### config.mk
export PLATFORM = sky130hd
export DESIGN_NAME = display_frame_scheduler
export DESIGN_NICKNAME = d
export VERILOG_FILES = /design/src/rtl/display_frame_scheduler.sv
export SDC_FILE = /design/constraint.sdc
export NUM_CORES = 1
export LEC_CHECK = 0
export CAP_MARGIN = 20
export CORE_UTILIZATION = 51
export CTS_BUF_LIST = sky130_fd_sc_hd__clkbuf_4 sky130_fd_sc_hd__clkbuf_8 sky130_fd_sc_hd__clkbuf_16
export DETAILED_ROUTE_END_ITERATION = 10
export PLACE_DENSITY_LB_ADDON = 0.15
export SYNTH_ARGS = -nofsm -noshare
export SYNTH_HDL_FRONTEND = slang
export SYNTH_SLANG_ARGS = --single-unit
### constraint.sdc
create_clock -name clk -period 5.09 [get_ports clk]
set_input_delay 1.018 -clock clk [delete_from_list [all_inputs] [get_ports clk]]
set_output_delay 1.018 -clock clk [all_outputs]
set_load 0.005 [all_outputs]
### src/rtl/display_frame_scheduler.sv
// Display frame scheduler: round-robin arbiter for two BCD requesters that
// share one 4-digit serializer. It latches the granted value, enables the
// serializer on bit ticks, acks on frame end, aborts frames that stall and
// enforces an inter-frame gap.
// Optional feature: define DISP_SCHED_REFRESH_EN to re-send the last value
// after REFRESH_TICKS idle ticks with no request pending.
module display_frame_scheduler #(
  parameter int unsigned GAP_TICKS     = 8,
  parameter int unsigned TIMEOUT_TICKS = 256
`ifdef DISP_SCHED_REFRESH_EN
  ,
  parameter int unsigned REFRESH_TICKS = 4096
`endif
) (
  input  logic        clk,
  input  logic        reset,
  input  logic        tick,
  input  logic [1:0]  req,
  input  logic [15:0] bcd0,
  input  logic [15:0] bcd1,
  input  logic        busy_in,
  output logic [1:0]  ack,
  output logic [15:0] bcd_out,
  output logic        shift_en,
  output logic        active_src,
  output logic        timeout_err
);

  localparam logic [15:0] GapLim     = 16'(GAP_TICKS);
  localparam logic [15:0] TimeoutLim = 16'(TIMEOUT_TICKS);
`ifdef DISP_SCHED_REFRESH_EN
  localparam logic [15:0] RefreshLim = 16'(REFRESH_TICKS);
`endif

  typedef enum logic [1:0] {StIdle, StLoad, StSend, StGap} state_e;

  state_e      state_q, state_d;
  logic [15:0] cnt_q, cnt_d;
  logic [15:0] cnt_inc;
  logic [15:0] bcd_q, bcd_d;
  logic        src_q, src_d;
  logic [1:0]  ack_q, ack_d;
  logic        terr_q, terr_d;
  logic        gnt_src;
`ifdef DISP_SCHED_REFRESH_EN
  logic [15:0] idle_q, idle_d;
  logic [15:0] idle_inc;
  logic        refresh_q, refresh_d;
`endif

  // Counters saturate instead of wrapping.
  assign cnt_inc = (cnt_q == 16'hFFFF) ? cnt_q : cnt_q + 16'd1;
`ifdef DISP_SCHED_REFRESH_EN
  assign idle_inc = (idle_q == 16'hFFFF) ? idle_q : idle_q + 16'd1;
`endif

  // A lone requester wins outright; with both pending, alternate away from the last grant.
  assign gnt_src = (req == 2'b11) ? ~src_q : req[1];

  // Next-state, counter and registered-output logic.
  always_comb begin
    state_d = state_q;
    cnt_d   = cnt_q;
    bcd_d   = bcd_q;
    src_d   = src_q;
    ack_d   = 2'b00;
    terr_d  = 1'b0;
`ifdef DISP_SCHED_REFRESH_EN
    idle_d    = idle_q;
    refresh_d = refresh_q;
`endif
    unique case (state_q)
      StIdle: begin
        cnt_d = '0;
        if (req != 2'b00) begin
          state_d = StLoad;
          src_d   = gnt_src;
          bcd_d   = gnt_src ? bcd1 : bcd0;
`ifdef DISP_SCHED_REFRESH_EN
          idle_d    = '0;
          refresh_d = 1'b0;
`endif
        end
`ifdef DISP_SCHED_REFRESH_EN
        else if (idle_q >= RefreshLim) begin
          // Internal re-send: keep bcd_out and active_src, suppress the ack.
          state_d   = StLoad;
          idle_d    = '0;
          refresh_d = 1'b1;
        end else if (tick) begin
          idle_d = idle_inc;
        end
`endif
      end
      StLoad: begin
        if (tick && (cnt_inc >= TimeoutLim)) begin
          state_d = StGap;
          cnt_d   = '0;
          terr_d  = 1'b1;
        end else begin
          if (tick) cnt_d = cnt_inc;
          if (busy_in) state_d = StSend;
        end
      end
      StSend: begin
        if (!busy_in) begin
          state_d = StGap;
          cnt_d   = '0;
`ifdef DISP_SCHED_REFRESH_EN
          ack_d[src_q] = ~refresh_q;
`else
          ack_d[src_q] = 1'b1;
`endif
        end else if (tick && (cnt_inc >= TimeoutLim)) begin
          state_d = StGap;
          cnt_d   = '0;
          terr_d  = 1'b1;
        end else if (tick) begin
          cnt_d = cnt_inc;
        end
      end
      StGap: begin
        if (cnt_q >= GapLim) begin
          state_d = StIdle;
        end else if (tick) begin
          cnt_d = cnt_inc;
        end
      end
      default: state_d = StIdle;
    endcase
  end

  // State and output registers with synchronous active-low reset.
  always_ff @(posedge clk) begin
    if (!reset) begin
      state_q <= StIdle;
      cnt_q   <= '0;
      bcd_q   <= '0;
      src_q   <= 1'b1;
      ack_q   <= 2'b00;
      terr_q  <= 1'b0;
`ifdef DISP_SCHED_REFRESH_EN
      idle_q    <= '0;
      refresh_q <= 1'b0;
`endif
    end else begin
      state_q <= state_d;
      cnt_q   <= cnt_d;
      bcd_q   <= bcd_d;
      src_q   <= src_d;
      ack_q   <= ack_d;
      terr_q  <= terr_d;
`ifdef DISP_SCHED_REFRESH_EN
      idle_q    <= idle_d;
      refresh_q <= refresh_d;
`endif
    end
  end

  assign ack         = ack_q;
  assign bcd_out     = bcd_q;
  assign active_src  = src_q;
  assign timeout_err = terr_q;
  assign shift_en    = tick & ((state_q == StLoad) | (state_q == StSend));

endmodule

==> key figures, run 1 <==
Power
  • Leakage dissipation: about 1.0 nW
  • Combinational fraction of design power: 0.400
  • PwrDens: 370 nW/um2
  • Internal cell power: around 0.00069 W
  • Switch Pwr: roughly 0.00033 W
  • Sw frac: 0.323
  • Clock power share: 0.212
  • Sequential share of power: 0.387
  • Maximum VDD drop: 0.216 mV

Routing
  • WL met2: around 2300 um
  • Via-to-Cell Ratio: about 5.7
  • Final wirelength: slightly below 5000 um
  • Vias: around 1.9k
  • DR WL/cell: between 10 and 15 um
  • Top Layer Used: met4
  • Iter 0 DRT Violations: approximately 140
  • Post-route ant nets: 0
  • Drc violations: 0
  • Met3 routed wirelength: approximately 330 um
  • Wl on met1: roughly 2200 um
  • Router iterations before antenna repair: 4

Global route
  • Initial antenna violation count: 0
  • First-pass GRT wire length: between 7000 and 8000 um
  • Total gr overflow: 0
  • Gr usage total: 0.233
  • Vias in the first global route: ~1.7k
  • Largest net degree at the start of global routing: 33

Die
  • Die Y: around 65 um
  • IO Pins: 59
  • Initial Util: 0.542
  • Core box area: around 3700 um2
  • Area of the die: around 4200 um2
  • Die width: between 60 and 70 um
  • Row count: 22

Layout
  • Fraction of layout instances using a drive strength above 1: 0.0761
  • Nets@finish: around 330
  • Layout area overhead: 35.6%
  • Fill count: 313
  • Ant. Diodes: 0

Clock network
  • Number of buffers created by CTS: 5
  • Clk slew on worst S/H paths: about 0.070 ns
  • Setup bufs post-CTS: 0
  • Worst skew pair latency: 0.29 ns
  • CTS tree: yes
  • Clock root buffer: clkbuf_8
  • H-tree depth: 2
  • Clock sink count: 38
  • Clock buffer depth: 2
  • CTS resizes: 0
  • Hold_buf cts: 0

Synthesis
  • Most frequent cell after synthesis: dfxtp_1
  • Synth area leader: dfxtp_1
  • Mapped Cells: 234
  • Synth top area cells: dfxtp_1, mux2i_1, a211oi_1, nor2_1, ha_1
  • Top-area cell type share of the netlist area: 0.375
  • Post-Syn Area per Cell: between 8 and 9 um2
  • Post-synthesis net count: 279
  • #FFs+latches synth: 38
  • Sequential element share of the synthesized area: 0.375
  • Main synth FF type: dfxtp_1
  • Ys async rst share: 0
  • Synthesized area: 2030 um2
  • Synth cell types: 48
  • Commonest cells in the netlist: dfxtp_1, nor2_1, nand2_1
  • EDFF count, synth: 0
  • Number of synthesis warnings: 0

STA
  • Final hold viol count: 0
  • Final setup fails: 0
  • RSZ-0062 raised after global routing: false
  • Clock skew: just under 0.008 ns
  • Fin crit share: 0.657
  • Min Tclk post-route: 3.34 ns
  • Slew Limit Headroom: 0.564
  • Setup TNS: 0 ns
  • Slew Limit Fails: 0
  • Fmax: around 300 MHz
  • Worst-Margin Slew: approximately 0.65 ns
  • WHS: about 0.47 ns

Critical path
  • Crit path DAT: approximately 2.3 ns
  • Max incr delay on CP: roughly 0.63 ns
  • Most frequent CP cell: clkdlybuf4s50_1
  • CP Max Fanout: 9
  • Element type at the critical path end: primary output
  • CP Cell Sequence: clkdlybuf4s50_1, and2_1, clkdlybuf4s50_1
  • WP buf/inv: 2
  • CP required: between 4 and 5 ns
  • Slowest cell on crit path: clkdlybuf4s50_1
  • CP top delay family: buffers and inverters
  • CP Class: in -> out
  • Startpoint Class: input pin

Outcome
  • Status: complete, no violations

Place
  • PortBufs: between 50 and 60
  • Final RePlAce weighted congestion: just under 0.9
  • HPWL after DPL: between 3000 and 4000 um

Job
  • MaxCap Viol Count: 0

Worst hold path
  • Min-Delay Path Class: reg -> reg
final cells by class:
cell class	instances	area, um2	share of cell area
timing repair buffer	62	626	0.227
inverter	8	30.0	0.0109
clock buffer	7	90.1	0.0328
clock inverter	1	5.00	0.00182
tap	48	60.1	0.0218
sequential	38	761	0.277
multi-input combinational	173	1180	0.429
layer usage:
metal / track usage / vias up
li1: - / 973
met1: 0.296 / 883
met2: 0.383 / 65
met3: 0.0634 / 7
met4: 0.0679 / 0
met5: 0 / -
placed cells by master, fill, tap and decap left out, drive strengths merged, types with 2 or more instances in the layout:
cell,n
a211oi,18
a21oi,6
and2,10
and3,5
and4,5
buf,4
clkbuf,7
clkdlybuf4s50,58
dfxtp,38
ha,7
inv,8
mux2i,17
nand2,18
nand3,4
nand4,2
nor2,27
nor3,3
nor4,6
o2111ai,2
o211ai,7
o21a,2
o21ai,6
o221ai,3
o311ai,2
o31a,3
or2,2
or3,4
flip-flops by register name (all words and copies together) (netlist names):
register / cells
cnt_q: 16
active_src: 1
ack: 2
bcd_out: 16
state_q: 2
timeout_err: 1
worst register-to-register path, delay by kind of cell (launching register included):
family	cells	cell delay, ns
AO/OA/AOI/OAI	4	1.14
adder cells (fa/ha/maj)	1	0.27
buffers and inverters	1	0.23
flip-flops	1	0.38
AND/OR/NAND/NOR	2	0.50
through the flow:
step / worst slack, ns / cells / area (um2) / power, W / utilization
final: 1.75 / 337 / 2750 / 0.00102 / 0.735
after floorplan: 2.67 / 234 / 2030 / 0.000602 / -
after global placement: 1.76 / 327 / 2630 / 0.000776 / 0.701
after global routing: 1.70 / 337 / 2750 / 0.00109 / 0.735
after detailed placement: 1.77 / 327 / 2630 / 0.000784 / 0.701
after CTS: 1.77 / 335 / 2720 / 0.00101 / 0.727
power by group through the flow:
stage | registers, W | clock network (W) | logic, W
global route | 0.000402 | 0.000233 | 0.000452
CTS | 0.000395 | 0.000221 | 0.000391
finish | 0.000395 | 0.000216 | 0.000408
detailed placement | 0.000400 | 0 | 0.000384
global placement | 0.000397 | 0 | 0.000379
floorplan | 0.000401 | 0 | 0.000201
path summary, 6_finish.rpt:
path,from,end,slack (ns),depth (start not counted)
setup / recovery,tick,shift_en,1.75,3
hold / removal,cnt_q[15],cnt_q[15],0.47,1
setup reg to reg,cnt_q[1],cnt_q[1],2.48,8
hold reg to reg,cnt_q[15],cnt_q[15],0.47,1
logic make-up (layout without fill, tap and decap cells):
logic type | Yosys count | in the layout | synth area share
xor gates and xnor gates | 1 | 1 | 0.00432
muxes | 17 | 17 | 0.0839
and+or+nand+nor | 91 | 91 | 0.236
adders and majority gates | 7 | 7 | 0.0432
DFF | 38 | 38 | 0.375
buffers and inverters | 23 | 78 | 0.0469
AOI/OAI and AO/OA | 57 | 57 | 0.210
No activity file was read; power rests on OpenSTA's default activity.
==> run 2: changes to the inputs <==
Settings changed: CORE_UTILIZATION 51 to 47.
Clock period 5.09 ns to 3.4 ns, I/O delays scaled along.
==> run 2 against run 1 <==
Net effect:
- worst hold slack better by 0.0051 ns
- critical path depth unchanged
- largest power group is now sequential cells
- largest cell class unchanged
- first-iteration DRC count down 38%
- wire length down 4.6%
==> key figures, run 2 (synthesis gave the netlist of run 1 again) <==
Die
  • Core box area: 4060 um2 (+8.4%)
  • Die Y: 67.7 um (+4.0%)
  • Initial Util: 0.500 (-0.0419)
  • Die width: 67.7 um (+4.0%)
  • IO Pins: 59 (unchanged)
  • Row count: 23 (+4.5%)
  • Area of the die: 4580 um2 (+8.2%)

Clock network
  • Hold_buf cts: 0 (unchanged)
  • Clock sink count: 38 (unchanged)
  • Number of buffers created by CTS: 5 (unchanged)
  • Clk slew on worst S/H paths: 0.08 ns (about the same)
  • Worst skew pair latency: 0.30 ns (about the same)
  • Setup bufs post-CTS: 0 (unchanged)
  • Clock buffer depth: 2 (unchanged)
  • CTS tree: yes
  • Clock root buffer: clkbuf_8
  • H-tree depth: 2 (unchanged)
  • CTS resizes: 0 (unchanged)

Routing
  • Iter 0 DRT Violations: 86 (-38%)
  • DR WL/cell: 13.7 um (-5.7%)
  • Via-to-Cell Ratio: 5.62 (-1.7%)
  • Vias: 1917 (-0.57%)
  • Drc violations: 0 (unchanged)
  • Router iterations before antenna repair: 4 (unchanged)
  • Post-route ant nets: 0 (unchanged)
  • Final wirelength: 4680 um (-4.6%)

Place
  • PortBufs: 58 (unchanged)
  • Dpl cells: 333 (+1.8%)
  • HPWL after DPL: 3420 um (-0.74%)
  • Pre-CTS WS: 0.753 ns (-1.02 ns)
  • Post-DP Area: 2660 um2 (+1.2%)
  • Final RePlAce weighted congestion: 0.849 (-2.2%)

STA
  • Final setup fails: 0 (unchanged)
  • Worst-Margin Slew: 0.420 ns (-0.234 ns)
  • Setup TNS: 0 ns (unchanged)
  • RSZ-0062 raised after global routing: false
  • Fmax: around 380 MHz
  • WHS: 0.480 ns (+0.00512 ns)
  • Slew Limit Headroom: 0.720 (+0.156)
  • Slew Limit Fails: 0 (unchanged)
  • Final hold viol count: 0 (unchanged)
  • Min Tclk post-route: approximately 2.7 ns
  • Clock skew: 0.00368 ns (-0.00403 ns)
  • Final WS setup: 0.744 ns (-1.00 ns)
  • Fin crit share: 0.781

Power
  • Combinational fraction of design power: 0.374 (-0.026)
  • Switch Pwr: 0.000494 W (+50%)
  • Sw frac: 0.316 (-0.00731)
  • Sequential share of power: 0.375 (-0.012)
  • Leakage dissipation: 1.05 nW (+0.34%)
  • Internal cell power: 0.00107 W (+55%)
  • Clock power share: 0.250 (+0.038)
  • Maximum VDD drop: 0.323 mV (+49%)
  • PwrDens: 564 nW/um2 (+52%)

Critical path
  • Element type at the critical path end: primary output
  • CP Class: in -> out
  • Crit path DAT: 1.98 ns (-0.34 ns)
  • Startpoint Class: input pin
  • CP required: 2.72 ns (-1.35 ns)
  • CP Max Fanout: 9 (unchanged)

Layout
  • Layout area overhead: 36.6%
  • Fraction of layout instances using a drive strength above 1: 0.0825 (+0.00635)
  • Most frequent cells in the layout: clkdlybuf4s50_1, dfxtp_1, nor2_1
  • Non-filler cells, final: 341 (+1.2%)
  • Most common cell after layout, fill and taps aside: clkdlybuf4s50_1
  • Final instance area: 2770 um2 (+0.77%)
  • Ant. Diodes: 0 (unchanged)
  • Fill count: 309 (-1.3%)
  • Nets@finish: 335 (+0.60%)

Global route
  • Vias in the first global route: 1578 (-8.7%)
  • Gr usage total: 0.219 (-0.0142)
  • Initial antenna violation count: 0 (unchanged)
  • Largest net degree at the start of global routing: 33 (unchanged)
  • Total gr overflow: 0 (unchanged)
  • First-pass GRT wire length: 7410 um (-3.9%)

Outcome
  • Status: complete, no violations

Worst hold path
  • Min-Delay Path Class: reg -> reg

Job
  • MaxCap Viol Count: 0 (unchanged)
run 2: worst paths after layout:
kind                            startpoint   endpoint  slack (ns)  depth (start not counted)
worst max-delay path                  tick   shift_en        0.74                          3
worst min-delay path             cnt_q[14]  cnt_q[14]        0.48                          1
worst max register to register    cnt_q[1]   cnt_q[1]        0.88                          8
worst min register to register   cnt_q[14]  cnt_q[14]        0.48                          1
run 2: cell type report:
class                   count  area (um2)  area share
multi-input cells         173        1180       0.425
flip-flops and latches     38         761       0.274
repair buffers             64         626       0.226
clock buffers               5        68.8      0.0248
well taps                  50        62.6      0.0226
clock inverters             3        45.0      0.0163
inverters                   8        30.0      0.0108
run 2: routing by layer:
layer  vias to the layer above  wire length, um  GRT usage
li1                        979                -          -
met4                         0               97      0.106
met3                         8              347     0.0794
met1                       858             2220      0.282
met2                        72             2010      0.318
met5                         -                0          0
run 2: power groups by stage:
stage,Combinational [W],Clock [W],Sequential [W]
after floorplan,0.000302,0,0.000600
after global placement,0.000576,0,0.000593
after detailed placement,0.000582,0,0.000598
after CTS,0.000588,0.000402,0.000588
after global routing,0.000646,0.000415,0.000602
final,0.000585,0.000392,0.000587
run 2: stage by stage:
stage	utilization	power, W
CTS	0.683	0.00158
global placement	0.655	0.00117
global route	0.683	0.00166
detailed placement	0.655	0.00118
floorplan	-	0.000902
finish	0.683	0.00156
run 2: worst max-delay path, stage by stage:
cell and delay [ns]:
clkdlybuf4s50_1 0.64, and2_1 0.17, clkdlybuf4s50_1 0.49
